`config.mk`:
```
export PLATFORM = sky130hd
export DESIGN_NAME = usb_tx_scheduler
export DESIGN_NICKNAME = d
export VERILOG_FILES = /design/src/rtl/usb_tx_scheduler.sv
export SDC_FILE = /design/constraint.sdc
export NUM_CORES = 1
export LEC_CHECK = 0
export CAP_MARGIN = 40
export CORE_MARGIN = 1.5
export CORE_UTILIZATION = 39
export DETAILED_ROUTE_END_ITERATION = 10
export GPL_ROUTABILITY_DRIVEN = 1
export PLACE_DENSITY = 0.85
export SKIP_LAST_GASP = 1
export SLEW_MARGIN = 40
export SYNTH_ARGS = -nofsm -noshare
export SYNTH_HDL_FRONTEND = slang
export SYNTH_SLANG_ARGS = --single-unit
export TNS_END_PERCENT = 50
```
`constraint.sdc`:
```
create_clock -name clk -period 2.1 [get_ports clk]
set_input_delay 0.525 -clock clk [delete_from_list [all_inputs] [get_ports clk]]
set_output_delay 0.525 -clock clk [all_outputs]
set_load 0.02 [all_outputs]
```
`src/rtl/usb_tx_scheduler.sv`:
```
// Round-robin scheduler sharing one USB transmit path between two 64-bit requesters.
// Accept -> start pulse next cycle; ack timeout triggers bounded retries; idle gap after every attempt.
module usb_tx_scheduler #(
  parameter int TIMEOUT_CYCLES = 1024,
  parameter int GAP_CYCLES     = 8,
  parameter int MAX_RETRY      = 2
) (
  input  logic        clk,
  input  logic        n_rst,
  input  logic        req0_valid,
  input  logic [63:0] req0_data,
  output logic        req0_ready,
  input  logic        req1_valid,
  input  logic [63:0] req1_data,
  output logic        req1_ready,
  input  logic        handshake_ack,
  output logic        trans_data_ready,
  output logic [63:0] trans_data,
  output logic        busy,
  output logic        grant,
  output logic        tx_done,
  output logic        tx_err
);

  localparam int TW = $clog2(TIMEOUT_CYCLES);
  localparam int GW = (GAP_CYCLES > 1) ? $clog2(GAP_CYCLES) : 1;
  localparam int RW = (MAX_RETRY > 0) ? $clog2(MAX_RETRY + 1) : 1;
  localparam logic [TW-1:0] TIMER_LAST  = TW'(TIMEOUT_CYCLES - 1);
  localparam logic [GW-1:0] GAP_LAST    = GW'(GAP_CYCLES - 1);
  localparam logic [RW-1:0] MAX_RETRY_C = RW'(MAX_RETRY);

  typedef enum logic [1:0] {IDLE, LOAD, WAIT_ACK, GAP} state_t;

  state_t        state_q, state_d;
  logic [63:0]   data_q, data_d;
  logic          grant_q, grant_d;
  logic          last_grant_q, last_grant_d;
  logic [RW-1:0] retry_cnt_q, retry_cnt_d;
  logic          retry_pending_q, retry_pending_d;
  logic [TW-1:0] timer_q, timer_d;
  logic [GW-1:0] gap_cnt_q, gap_cnt_d;
  logic          tx_done_q, tx_done_d;
  logic          tx_err_q, tx_err_d;
  logic          pick1;

  // Requester 1 wins when alone, or when both ask and requester 0 was served last.
  assign pick1 = req1_valid && (!req0_valid || !last_grant_q);

  always_comb begin
    state_d          = state_q;
    data_d           = data_q;
    grant_d          = grant_q;
    last_grant_d     = last_grant_q;
    retry_cnt_d      = retry_cnt_q;
    retry_pending_d  = retry_pending_q;
    timer_d          = timer_q;
    gap_cnt_d        = gap_cnt_q;
    tx_done_d        = 1'b0;
    tx_err_d         = 1'b0;
    req0_ready       = 1'b0;
    req1_ready       = 1'b0;
    trans_data_ready = 1'b0;
    unique case (state_q)
      IDLE: begin
        if (req0_valid || req1_valid) begin
          req0_ready   = !pick1;
          req1_ready   = pick1;
          data_d       = pick1 ? req1_data : req0_data;
          grant_d      = pick1;
          last_grant_d = pick1;
          retry_cnt_d  = '0;
          state_d      = LOAD;
        end
      end
      LOAD: begin
        trans_data_ready = 1'b1;
        timer_d          = '0;
        state_d          = WAIT_ACK;
      end
      WAIT_ACK: begin
        if (handshake_ack) begin
          tx_done_d       = 1'b1;
          retry_pending_d = 1'b0;
          gap_cnt_d       = '0;
          state_d         = GAP;
        end else if (timer_q == TIMER_LAST) begin
          gap_cnt_d = '0;
          state_d   = GAP;
          if (retry_cnt_q < MAX_RETRY_C) begin
            retry_cnt_d     = retry_cnt_q + 1'b1;
            retry_pending_d = 1'b1;
          end else begin
            tx_err_d        = 1'b1;
            retry_pending_d = 1'b0;
          end
        end else begin
          timer_d = timer_q + 1'b1;
        end
      end
      GAP: begin
        if (gap_cnt_q == GAP_LAST) begin
          state_d = retry_pending_q ? LOAD : IDLE;
        end else begin
          gap_cnt_d = gap_cnt_q + 1'b1;
        end
      end
      default: state_d = IDLE;
    endcase
  end

  always_ff @(posedge clk) begin
    if (!n_rst) begin
      state_q         <= IDLE;
      data_q          <= '0;
      grant_q         <= 1'b0;
      last_grant_q    <= 1'b1;
      retry_cnt_q     <= '0;
      retry_pending_q <= 1'b0;
      timer_q         <= '0;
      gap_cnt_q       <= '0;
      tx_done_q       <= 1'b0;
      tx_err_q        <= 1'b0;
    end else begin
      state_q         <= state_d;
      data_q          <= data_d;
      grant_q         <= grant_d;
      last_grant_q    <= last_grant_d;
      retry_cnt_q     <= retry_cnt_d;
      retry_pending_q <= retry_pending_d;
      timer_q         <= timer_d;
      gap_cnt_q       <= gap_cnt_d;
      tx_done_q       <= tx_done_d;
      tx_err_q        <= tx_err_d;
    end
  end

  assign trans_data = data_q;
  assign busy       = (state_q != IDLE);
  assign grant      = grant_q;
  assign tx_done    = tx_done_q;
  assign tx_err     = tx_err_q;

endmodule

```
## Word-level counts from Yosys, hierarchy flattened

Cells that the tools add are included.
Widths: inputs -> output; s select.

- Register bits after elaboration: 86
- Output and inout port bits: 71
- Logic and storage cells: 79

- Add/sub/neg operators: 3
- Magnitude comparators: 1
- Equal/unequal tests: 13
- Muxes and demuxes: 29
- Bitwise operators: 3
- Reduce and logical (&&, ||, !) cells: 20

Operators with widths:

| cell | number |
|---|---|
| $mux 64 | 1 |
| $mux 10 | 2 |
| $pmux 10 s2 | 1 |
| $mux 2 | 8 |
| $ne 2x2->1 const B | 7 |
| $mux 1 | 11 |
| $add 10x1->10 const B | 1 |
| $eq 10x10->1 const B | 1 |
| $reduce_bool 2->1 | 5 |
| $mux 3 | 3 |
| $reduce_and 3->1 | 3 |
| $pmux 2 s4 | 1 |
| $pmux 3 s2 | 1 |
| $reduce_and 2->1 | 3 |
| $reduce_and 5->1 | 1 |
| $eq 2x2->1 const B | 2 |
| $pmux 2 s2 | 1 |
| $reduce_or 4->1 | 1 |
| $add 3x1->3 const B | 1 |
| $eq 3x3->1 const B | 1 |
| $logic_not 1->1 | 3 |
| $ne 3x3->1 const B | 1 |
| $not 1->1 | 3 |
| $add 2x1->2 const B | 1 |
| 5 further kinds | 6 |

## Longest topological paths before layout

- Depth after elaboration: 6
- Gate-level depth with buffers: 7

## Worst setup path before layout

No wires, ideal clock.

- Path kind: input port to output port
- Start point: in req1_valid
- End point: out req1_ready
- Arrival time: 1.271 ns
- Required time: 1.575 ns
- Setup slack: 0.304 ns
- Stages on the path: 4
- Buffers on the path: 2
- Cell sequence: a21boi_4 and2_1 buf_2 buf_2

- Word-level cells in the longest chain between the ends: 3

RTL lines:

| what | line | RTL |
|---|---|---|
| start, declared | 13 | `input logic req1_valid,` |
| $logic_and 1x1->1 or $logic_or 1x1->1 (tied branches) | 47, 65 |  |
| $mux 1 (*) | 65 | `if (req0_valid \|\| req1_valid) begin` |
| $mux 1 (*) | 63 | `unique case (state_q)` |
| end, declared | 15 | `output logic req1_ready,` |

Every way passes the cells marked *; elsewhere a longest branch is shown, timed or not.

## Worst setup path in the final report

Same ends and word-level chain as after synthesis.

==> flow_metrics.tcl <==
set metrics [dict create \
    area.growth.synth_to_final_pct 63.72 \
    final_period_minus_worst_setup_slack_ns 2.258 \
    synth_seq_area_share_pct 44.94 \
    worst_hold_path.num_cells 2 \
    stdcell_count 736 \
    hold_path.class "register to register" \
    run_status "complete, but fails checks" \
    rsz0062_at_grt "true" \
    layout-drive-gt1-share_pct 9.226 \
    floorplan.rows 35 \
    route.layer.met1.wl_um 4384 \
    route.vias.total 3917 \
    top_signal_layer_used "met4" \
    cts_setup_buffers 0 \
    slew_violations 0 \
    gp_congestion 0.9054 \
    p_leak_nw 2.390 \
    synth.largest_area_cell "sky130_fd_sc_hd__dfxtp_1" \
    initial_utilization_pct 40.88 \
    timing.reg2reg.setup_slack_ns 0.21 \
    finalWorstSetupSlack_ns -0.1580 \
    critPathKind "input port to output port" \
    timing.critical_path.cells "clkdlybuf4s50_1 -> a21boi_4 -> and2_1 -> clkdlybuf4s15_2" \
    fmaxAchievable_mhz 442.9 \
    synth_area_per_cell_um2 9.675 \
    chipHeight_um 102.1 \
    yosysWarnings 0 \
    crit_required_ns 1.57 \
    die_boundary_width_um 102.1 \
    synth.cell_area_um2 3831 \
    detail_route.wirelength_um 11680 \
    critPathCaptureType "output port" \
    synth_top_cells_by_count "sky130_fd_sc_hd__dfxtp_1 (86), sky130_fd_sc_hd__nor2_1 (73), sky130_fd_sc_hd__mux2i_1 (43), sky130_fd_sc_hd__a211oi_1 (42), sky130_fd_sc_hd__a222oi_1 (25)" \
    tot_gr_track_use_pct 22.14 \
    crit_start_category "input port" \
    tritoncts_buffer_count 9 \
    vdd.ir_drop.worst_mv 0.5855 \
    clock_tree_from_tritoncts "built" \
    hold_end "gap_cnt_q[2]" \
    synthArstFlopShare_pct 0 \
    post-synth-top-count-cell "sky130_fd_sc_hd__dfxtp_1" \
    routed_wirelength_normalized_by_instance_count_um 15.87 \
    syn-num-nets 536 \
    grt_max_degree 42 \
    worstMarginPinSlew_ns 0.5104 \
    timing_hold_violations_final 0 \
    layout_worst_path_cycle_share_pct 107.5 \
    yosys_top_cell_area_share_pct 44.94 \
    global_route_wire_length_before_repair_um 18070 \
    antenna_left 0 \
    final_stage_net_count 742 \
    timing.clock.skew_ns 0.009223 \
    violations_in_the_final_reports "setup timing" \
    design.core.area_um2 9371 \
    worstReg2RegEnd "gap_cnt_q[1]" \
    cts.htree.levels 3 \
    path_depth_of_the_worst_reg2reg_path 5 \
    power.density_cell_area_nw_per_um2 1057 \
    cts-root-buf "sky130_fd_sc_hd__clkbuf_8" \
    antenna_violations_before_repair 0 \
    synth-edff-count 0 \
    die-area_um2 10430 \
    path_max_fanout 4 \
    synth.lib_cells_used.distinct 51 \
    setup_tns_ns -0.1580 \
    post-layout-total-power_mw 6.629 \
    ctsLongestPathBuffers 2 \
    dominant_register_cell_in_the_synthesized_netlist "sky130_fd_sc_hd__dfxtp_1" \
    r2r_start "timer_q[0]" \
    worstHoldStart "gap_cnt_q[2]" \
    post_dp_hpwl_um 8902 \
    grt_pass1_vias 3861 \
    final-setup-viol-count 1 \
    post_drt_via_cell_ratio 5.322 \
    routed-wl-met2_um 6029 \
    met3_wirelength_um 1044 \
    drc_violation_count_after_routing 0 \
    synth_seq_cells 86 \
    timing.max_slew.rel_slack_pct 65.97 \
    overflow 0 \
    post_synth_main_area_contributors "sky130_fd_sc_hd__dfxtp_1 (45%), sky130_fd_sc_hd__mux2i_1 (11%), sky130_fd_sc_hd__a211oi_1 (8.2%), sky130_fd_sc_hd__nor2_1 (7.2%), sky130_fd_sc_hd__a222oi_1 (6.5%)" \
    antenna_cells_inserted 0 \
    io_buffers 203 \
    fin_hold_ws_ns 0.4824 \
    max-cap-violations 0 \
    drt_iter0_drc 145 \
    clock_insertion_delay_worst_skew_ns 0.34 \
    cts_stage_hold_buffer_count 0 \
    critPathSlowestCell "sky130_fd_sc_hd__clkdlybuf4s50_1" \
    drt-pass1-iter-count 8 \
    cp_data_arrival_time_ns 1.73 \
    cts_sinks 86 \
    cts.clk_slew.worst_paths_ns 0.09 \
    synth_cells 396 \
    ios 204 \
    placed_cells_incl_taps 720 \
    worst_path_largest_cell_delay_ns 0.50 \
]
==> logic make-up after synthesis <==
| family | after synthesis | share of synthesized area (%) |
|---|---|---|
| AND/OR/NAND/NOR | 118 | 14.11 |
| AO/OA/AOI/OAI | 101 | 21.88 |
| flip-flops | 86 | 44.94 |
| multiplexers | 45 | 11.82 |
| buffers and inverters | 39 | 4.964 |
| adder cells (fa/ha/maj) | 7 | 2.286 |
==> per-layer routing <==
layer,track usage [%],vias up
met5,0,-
met4,7.165,0
met3,7.045,19
met2,40.35,175
met1,24.32,1814
li1,-,1909
==> flip-flops by register name, summed over array words and instances (netlist names) <==
register / flops
last_grant_q: 1
timer_q: 10
tx_done: 1
trans_data: 64
grant: 1
retry_pending_q: 1
state_q: 2
tx_err: 1
retry_cnt_q: 2
gap_cnt_q: 3
==> where the power goes <==
group          leakage [nW]  total (mW)  switching (mW)  internal, mW
Sequential            0.708        2.24           0.212          2.03
Clock                0.0930        1.09           0.620         0.469
Combinational          1.59        3.29            1.73          1.56
Total                  2.39        6.63            2.57          4.06
==> stage by stage <==
stage / setup slack [ns] / utilization [%] / area (um2)
3_3_place_gp: -0.4518 / 65.03 / 6095
3_5_place_dp: -0.5139 / 65.03 / 6095
5_1_grt: -0.2056 / 66.93 / 6272
6_report: -0.1580 / 66.93 / 6272
4_1_cts: -0.1692 / 66.90 / 6270
2_1_floorplan: 0.3041 / - / 3831
==> cells in the final DEF, fill, tap and decap left out, drive strengths merged, types with 3 or more instances in the layout <==
| cell | count |
|---|---|
| clkdlybuf4s50 | 198 |
| dfxtp | 86 |
| nor2 | 74 |
| mux2i | 43 |
| a211oi | 42 |
| a222oi | 25 |
| buf | 24 |
| nand2 | 11 |
| clkbuf | 10 |
| inv | 10 |
| a21oi | 9 |
| nand3 | 8 |
| ha | 7 |
| o211ai | 4 |
| and3 | 4 |
| o21ai | 4 |
| and2 | 3 |
| a31oi | 3 |
| nand3b | 3 |
| nand4 | 3 |
| clkinv | 3 |
==> worst max-delay path, delay by kind of cell <==
kind	cells	cell delay, ns
buffers and inverters	2	0.77
AND/OR/NAND/NOR	1	0.20
AO/OA/AOI/OAI	1	0.24
==> worst max path at each step <==
| stage | endpoint | cells after the start | startpoint |
|---|---|---|---|
| finish | req1_ready | 4 | req1_valid |
| global route | req1_ready | 4 | req1_valid |
| CTS | trans_data_ready | 4 | state_q[1] |
| detailed placement | req1_ready | 4 | req0_valid |
| global placement | req1_ready | 4 | req0_valid |
| floorplan | req1_ready | 4 | req1_valid |
==> timing repair <==
| item | in CTS | in global routing |
|---|---|---|
| pin swaps | 0 | 0 |
| setup endpoints to repair | 4 | 2 |
| resized for setup | 9 | 1 |
==> cell type report <==
class | count | area, um2
flip-flops and latches | 86 | 1722
clock buffers | 10 | 137.6
repair buffers | 226 | 2251
well taps | 129 | 161.4
multi-input cells | 271 | 1927
inverters | 8 | 30.03
clock inverters | 6 | 43.79
fillers | 772 | 3099
No activity file was read; power rests on OpenSTA's default activity.
